**src/rtl/search_pkg.sv**
```systemverilog
// Shared types and constants for the template-search sequencer.
// Image geometry, memory map and the sequencer state encoding.
package search_pkg;

    localparam int IMG_W       = 80;
    localparam int WIN         = 16;
    localparam int WPR         = 20;
    localparam int ADDR_W      = 12;
    localparam int FRAME_BASE  = 0;
    localparam int TPL_BASE    = 1600;
    localparam int TPL_WORDS   = 64;
    localparam int WIN_PER_ROW = 65;
    localparam int WIN_TOTAL   = 4225;
    localparam int CNT_W       = 13;

    typedef enum logic [2:0] {
        S_IDLE,
        S_TPL,
        S_START,
        S_SEARCH,
        S_FIN
    } state_t;

endpackage

```
**src/rtl/win_tagger.sv**
```systemverilog
// Window position/count tracker with end-of-pass count check.
// Ports: clk, rst_n, clear, step, check -> win_x, win_y, win_cnt, cnt_err.
module win_tagger
    import search_pkg::*;
(
    input  logic             clk,
    input  logic             rst_n,
    input  logic             clear,
    input  logic             step,
    input  logic             check,
    output logic [6:0]       win_x,
    output logic [6:0]       win_y,
    output logic [CNT_W-1:0] win_cnt,
    output logic             cnt_err
);

    logic [CNT_W-1:0] cnt_nxt;

    // Next count includes a window arriving in the same cycle as check.
    always_comb begin
        cnt_nxt = win_cnt;
        if (step && (win_cnt != {CNT_W{1'b1}}))
            cnt_nxt = win_cnt + 1'b1;
    end

    always_ff @(posedge clk or negedge rst_n) begin
        if (!rst_n) begin
            win_x   <= '0;
            win_y   <= '0;
            win_cnt <= '0;
            cnt_err <= 1'b0;
        end else if (clear) begin
            win_x   <= '0;
            win_y   <= '0;
            win_cnt <= '0;
            cnt_err <= 1'b0;
        end else begin
            if (step) begin
                if (win_x == 7'(IMG_W - WIN)) begin
                    win_x <= '0;
                    win_y <= win_y + 1'b1;
                end else begin
                    win_x <= win_x + 1'b1;
                end
            end
            win_cnt <= cnt_nxt;
            if (check)
                cnt_err <= (cnt_nxt != CNT_W'(WIN_TOTAL));
        end
    end

endmodule

```
**src/rtl/search_scheduler.sv**
```systemverilog
// Sequencer for one template-search pass: loader, then window handler.
// Ports: start/busy/done/cnt_err host side, tpl_* loader, wh_* handler, mem_addr, win_* tags.
module search_scheduler
    import search_pkg::*;
(
    input  logic              clk,
    input  logic              rst_n,
    input  logic              start,
    output logic              busy,
    output logic              done,
    output logic              cnt_err,
    output logic              tpl_en,
    input  logic [5:0]        tpl_idx,
    input  logic              tpl_done,
    output logic              wh_en,
    input  logic              wh_ack,
    input  logic [6:0]        wh_row,
    input  logic [6:0]        wh_col,
    input  logic              wh_ready,
    input  logic              wh_done,
    output logic [ADDR_W-1:0] mem_addr,
    output logic              win_valid,
    output logic [6:0]        win_x,
    output logic [6:0]        win_y,
    output logic [CNT_W-1:0]  win_cnt
);

    state_t      state;
    logic        clear;
    logic        step;
    logic        check;
    logic [10:0] row_off;

    assign clear     = (state == S_IDLE) && start;
    assign step      = (state == S_SEARCH) && wh_ready;
    assign check     = (state == S_SEARCH) && wh_done;
    assign win_valid = step;

    // Row offset kept at 11 bits; out-of-range rows wrap, never clamp.
    assign row_off = 11'(wh_row) * 11'(WPR);

    // Port owner drives the address combinationally: no added latency.
    always_comb begin
        mem_addr = ADDR_W'(FRAME_BASE);
        unique case (state)
            S_TPL:
                mem_addr = ADDR_W'(TPL_BASE) + ADDR_W'(tpl_idx);
            S_SEARCH:
                mem_addr = ADDR_W'(FRAME_BASE) + ADDR_W'(row_off)
                         + ADDR_W'(wh_col);
            default:
                mem_addr = ADDR_W'(FRAME_BASE);
        endcase
    end

    always_ff @(posedge clk or negedge rst_n) begin
        if (!rst_n) begin
            state  <= S_IDLE;
            busy   <= 1'b0;
            done   <= 1'b0;
            tpl_en <= 1'b0;
            wh_en  <= 1'b0;
        end else begin
            tpl_en <= 1'b0;
            done   <= 1'b0;
            unique case (state)
                S_IDLE: begin
                    if (start) begin
                        state  <= S_TPL;
                        tpl_en <= 1'b1;
                        busy   <= 1'b1;
                    end
                end
                S_TPL: begin
                    if (tpl_done) begin
                        state <= S_START;
                        wh_en <= 1'b1;
                    end
                end
                S_START: begin
                    if (wh_ack) begin
                        state <= S_SEARCH;
                        wh_en <= 1'b0;
                    end
                end
                S_SEARCH: begin
                    if (wh_done) begin
                        state <= S_FIN;
                        done  <= 1'b1;
                        busy  <= 1'b0;
                    end
                end
                S_FIN: begin
                    state <= S_IDLE;
                end
                default: begin
                    state <= S_IDLE;
                end
            endcase
        end
    end

    win_tagger u_tagger (
        .clk     (clk),
        .rst_n   (rst_n),
        .clear   (clear),
        .step    (step),
        .check   (check),
        .win_x   (win_x),
        .win_y   (win_y),
        .win_cnt (win_cnt),
        .cnt_err (cnt_err)
    );

endmodule

```
**config.mk**
```make
export PLATFORM = sky130hd
export DESIGN_NAME = search_scheduler
export DESIGN_NICKNAME = d
export VERILOG_FILES = /design/src/rtl/search_pkg.sv /design/src/rtl/win_tagger.sv /design/src/rtl/search_scheduler.sv
export SDC_FILE = /design/constraint.sdc
export NUM_CORES = 1
export LEC_CHECK = 0
export CELL_PAD_IN_SITES_DETAIL_PLACEMENT = 0
export CELL_PAD_IN_SITES_GLOBAL_PLACEMENT = 2
export CORE_ASPECT_RATIO = 1.5
export CORE_MARGIN = 2
export CORE_UTILIZATION = 31
export DETAILED_ROUTE_END_ITERATION = 16
export MAX_ROUTING_LAYER = met4
export PLACE_DENSITY = 0.95
export SETUP_SLACK_MARGIN = 0.1
export SLEW_MARGIN = 20
export SYNTH_ARGS = -nofsm -noshare
export SYNTH_HDL_FRONTEND = slang
export SYNTH_HIERARCHICAL = 1
export SYNTH_SLANG_ARGS = --single-unit
```
**constraint.sdc**
```tcl
create_clock -name clk -period 9.1 [get_ports clk]
set_clock_uncertainty 0.1 [all_clocks]
set_input_delay 1.82 -clock clk [delete_from_list [all_inputs] [get_ports clk]]
set_output_delay 1.82 -clock clk [all_outputs]
set_load 0.03 [all_outputs]
```
Word level (Yosys, flattened, before mapping)

Cells that the tools add are included.

Input port bits: 27
Output and inout port bits: 45
Word-level logic and storage cells: 65
Flip-flop bits (word level): 35

Mux-type cells: 26
Equality and inequality tests: 10
Reduce and logical (&&, ||, !) cells: 14
$add $sub $neg: 5
$mul: 1

Operators by type and width:

| cell                                             | count |
|---|---|
| 2-to-1 mux 7 bit                                 | 6 |
| 2-to-1 mux 13 bit                                | 2 |
| inequality test 13 bit, second input constant    | 2 |
| case mux 12 bit (2 select lines)                 | 1 |
| adder 7 x 1 -> 7 bit, second input constant      | 2 |
| adder 13 x 1 -> 13 bit, second input constant    | 1 |
| adder 11 x 6 -> 12 bit, first input constant     | 1 |
| adder 11 x 7 -> 12 bit                           | 1 |
| 2-to-1 mux 3 bit                                 | 4 |
| case mux 3 bit (4 select lines)                  | 1 |
| 2-to-1 mux 1 bit                                 | 10 |
| nonzero test 2 bit                               | 5 |
| multiplier 7 x 3 -> 9 bit, second input constant | 1 |
| inequality test 2 bit, second input constant     | 4 |
| == test 7 bit, second input constant             | 1 |
| == test 3 x 2 -> 1 bit, second input constant    | 2 |
| AND reduction 3 bit                              | 2 |
| logical AND 1 bit                                | 4 |
| case mux 1 bit (2 select lines)                  | 2 |
| AND reduction 4 bit                              | 1 |
| == test 3 x 1 -> 1 bit, second input constant    | 1 |
| zero test 3 bit                                  | 1 |
| AND reduction 2 bit                              | 1 |

Longest topological paths before layout

Depth in word-level cells: 7
Mapped depth: 10
Mapped depth without buffers: 9

Cells and area by module

Netlist, hierarchy kept.

Modules (own cells, without submodules):

| module           | sequential area each (um^2) | area each (um^2) | instances | cells each |
|---|---|---|---|---|
| win_tagger       | 700.7                       | 1700.4           | 1         | 181 |
| search_scheduler | 175.2                       | 957.2            | 1         | 109 |

Worst setup path after synthesis

Ideal clock, no wire load.

Path kind: input-to-output
Start point: input wh_row[1]
End point: output mem_addr[11]
Required time: 7.180 ns
Buffers on the path: 0
Arrival time: 4.422 ns
Stages on the path: 7
Setup slack: 2.758 ns
Cells stage by stage: ha_1 > ha_1 > fa_1 > ha_1 > a21oi_1 > nor3_1 > nor4b_1

Cells in the longest elaborated chain, start to end: 3

Ends and longest elaborated chain:

| what                             | RTL line               | source |
|---|---|---|
| from (decl)                      | search_scheduler.sv:17 | `input logic [6:0] wh_row,` |
| multiplier 7 x 3 -> 9 bit        | search_scheduler.sv:40 | `assign row_off = 11'(wh_row) * 11'(WPR);` |
| adder 11 x 7 -> 12 bit           | search_scheduler.sv:50 | `+ ADDR_W'(wh_col);` |
| case mux 12 bit (2 select lines) | search_scheduler.sv:45 | `unique case (state)` |
| to (decl)                        | search_scheduler.sv:21 | `output logic [ADDR_W-1:0] mem_addr,` |

Every way passes these cells.

Final worst setup path

Start point: input wh_row[1]
End point: output mem_addr[10]

The elaborated chain is that of the path after synthesis.

==> results.py <==
metrics = {
    "outcome": {
        "outcome": "finished, final reports clean",
    },
    "worst_setup_path": {
        "worstPathArrival_ns": 5.25,
        "critPathCaptureType": "output pin",
        "path_cells": "clkdlybuf4s50_1 -> ha_1 -> ha_1 -> fa_1 -> ha_1 -> o21ai_0 -> nor2_1 -> o21bai_4 -> o311a_1 -> a211oi_2 -> clkdlybuf4s50_1",
        "max_stage_delay_ns": 0.70,
        "timing.reg2reg.setup_slack_ns": 6.05,
        "cpMostUsedCell": "ha_1",
        "crit_slowest_cell": "clkdlybuf4s50_1",
        "crit_path_start_kind": "input port",
        "cp_max_fo": 3,
        "crit_type": "input port to output pin",
        "required_ns": 7.18,
    },
    "pwr": {
        "combinationalPowerShare_pct": 44.9,
        "max-vdd-ir-drop_mv": 0.138,
        "internal_power_w": 0.000483,
        "p_sw_share_pct": 38.7,
        "share_seq_of_total_power_pct": 27.4,
        "power_leakage_nw": 1.48,
        "total_switching_power_w": 0.000305,
        "powerDensity_nw_per_um2": 217,
        "pwr-share-clk_pct": 27.8,
    },
    "drt": {
        "wl_per_cell_um": 14.9,
        "drc": 0,
        "drt_iter0_markers": 116,
        "via_per_inst": 5.17,
        "finalWirelength_um": 6960,
        "vias": 2411,
        "first_pass_iters": 4,
        "ant_nets": 0,
    },
    "grt": {
        "grt_pass1_vias": 2412,
        "overflow": 0,
        "gr-usage-all-layers_pct": 16.0,
        "antenna_found_initial": 0,
        "grt_first_pass_wirelength_um": 11800,
        "grt_max_degree": 36,
    },
    "place": {
        "place_hpwl_um": 5200,
        "place_inst": 458,
        "gp_congestion": 0.879,
        "placed_cell_area_um2": 3450,
        "io_buffers": 71,
    },
    "timing": {
        "hold_viol": 0,
        "fin_setup_tns_ns": 0,
        "clock.fmax_ghz": 0.140,
        "tightest_slew_ns": 0.771,
        "relSlewSlack_pct": 48.6,
        "fin_crit_sh_pct": 78.7,
        "finalSetupViolCount": 0,
        "rsz0062_at_grt": "false",
        "whs_ns": 0.427,
        "finalMaxSlewViolations": 0,
        "period_minus_slack_ns": 7.17,
    },
    "clock_tree": {
        "ctsRootBufferMaster": "clkbuf_16",
        "post_cts_buffers": 0,
        "cts_tree": "yes",
        "cts_resized": 0,
        "clk_pin_slew_worst_paths_ns": 0.06,
        "clk_latency_ns": 0.27,
        "ctsHoldBuffers": 0,
        "cts-buffers-inserted": 5,
        "cts_num_sinks": 35,
        "cts_max_level": 2,
        "clock_path_buffers": 2,
    },
    "synth": {
        "ys_seq_elements": 35,
        "synth_most_common_cell": "nor2_1",
        "ys_types": 58,
        "synth-edff-count": 0,
        "yosysWarnings": 6,
        "syn_area_um2": 2660,
        "synth_top_cell_by_area": "dfrtp_1",
        "yosysSeqAreaShare_pct": 33.0,
        "netlist_top_cells_area": "dfrtp_1, ha_1, nor2_1",
        "avgSynthCellArea_um2": 9.16,
        "synth_top_flop_cell": "dfrtp_1",
        "synth_nets": 338,
        "synth-async-reset-ratio_pct": 100,
        "synthTopCellsByCount": "nor2_1, dfrtp_1, ha_1, nand2_1, xnor2_1",
        "synth_cells": 290,
        "yosysTopAreaCellShare_pct": 33.0,
    },
    "layout": {
        "final_util_pct": 43.5,
        "design_area_um2": 3640,
        "syn2layout_area_growth_pct": 37.0,
        "fill_cells": 817,
        "regArea_um2": 876,
        "multi_input_area_um2": 1690,
        "nNetsFinal": 406,
        "drive_gt1_share_pct": 7.24,
        "instances_no_fill": 466,
        "n_antenna_cell": 0,
    },
    "die": {
        "std_cell_rows": 41,
        "start_util_pct": 31.8,
        "core_um2": 8360,
        "io_pins": 72,
        "die_x_um": 79.6,
        "die_h_um": 117,
        "dieArea_um2": 9340,
    },
    "run": {
        "maxCapViolCount": 0,
    },
    "min_path": {
        "hold_path.class": "register to register",
    },
}
through the flow:
step | total power (W) | setup WS (ns)
floorplan | 0.000442 | 2.76
global placement | 0.000571 | 1.96
detailed placement | 0.000574 | 1.93
CTS | 0.000798 | 1.91
global route | 0.000841 | 1.80
finish | 0.000788 | 1.93
cells by family after synthesis:
kind of cell               after synthesis  synth area share (%)
and+or+nand+nor                        124                  24.9
AOI/OAI and AO/OA                       60                  17.6
DFF                                     35                  33.0
xor gates and xnor gates                22                  7.25
adders and majority gates               21                  10.5
buffers and inverters                   20                  3.77
muxes                                    8                  3.06
path summary, 6_finish.rpt:
| check | from | end | cells past startpoint |
|---|---|---|---|
| setup / recovery | wh_row[1] | mem_addr[10] | 11 |
| hold / removal | wh_en | wh_en | 2 |
| setup reg to reg | state[1] | u_tagger/cnt_err | 6 |
| hold reg to reg | wh_en | wh_en | 2 |
| max in group asynchronous | rst_n | u_tagger/win_cnt[11] | 2 |
| min in group asynchronous | rst_n | u_tagger/win_cnt[2] | 2 |
layout by cell type (no fill, tap or decap), types with 6 or more instances in the layout:
cell and n:
ha_1 19, a21oi_1 14, nand4_1 6, inv_1 8
and3_1 7, nor3_1 13, dfrtp_1 35, nand2_1 16
xor2_1 6, a211oi_1 6, o21ai_0 7, xnor2_1 16
nor2_1 42, mux2i_1 7, clkdlybuf4s50_1 71
per-layer routing:
layer	vias up	share of wire (%)	GRT usage, %
met1	1125	40	17.9
met5	-	0	-
met3	11	4.5	2.54
met4	0	1.7	5.71
met2	73	54	28.3
li1	1202	-	-
final cells by class:
type	instances	area share, %
Tap cell	107	3.68
Timing Repair Buffer	73	19.9
Inverter	8	0.825
Clock inverter	2	1.65
Clock buffer	6	3.54
Sequential cell	35	24.1
Multi-Input combinational cell	235	46.3
registers in the layout, indices dropped and copies added (netlist names):
| name | flops |
|---|---|
| done | 1 |
| state | 3 |
| u_tagger/win_x | 7 |
| tpl_en | 1 |
| u_tagger/win_y | 7 |
| busy | 1 |
| wh_en | 1 |
| u_tagger/cnt_err | 1 |
| u_tagger/win_cnt | 13 |
power by group through the flow:
stage	Combinational, W	Clock (W)	Sequential [W]
2_1_floorplan	0.000205	0	0.000237
3_3_place_gp	0.000353	0	0.000218
3_5_place_dp	0.000355	0	0.000219
4_1_cts	0.000358	0.000224	0.000216
5_1_grt	0.000388	0.000231	0.000222
6_report	0.000354	0.000219	0.000216
worst max-delay path: cells and delay by family:
family / cells / cell delay, ns
simple gates: 1 / 0.17
compound gates: 4 / 0.73
buf+inv: 2 / 1.18
fa+ha+maj: 4 / 1.34
(Power assumes the default switching activity.)
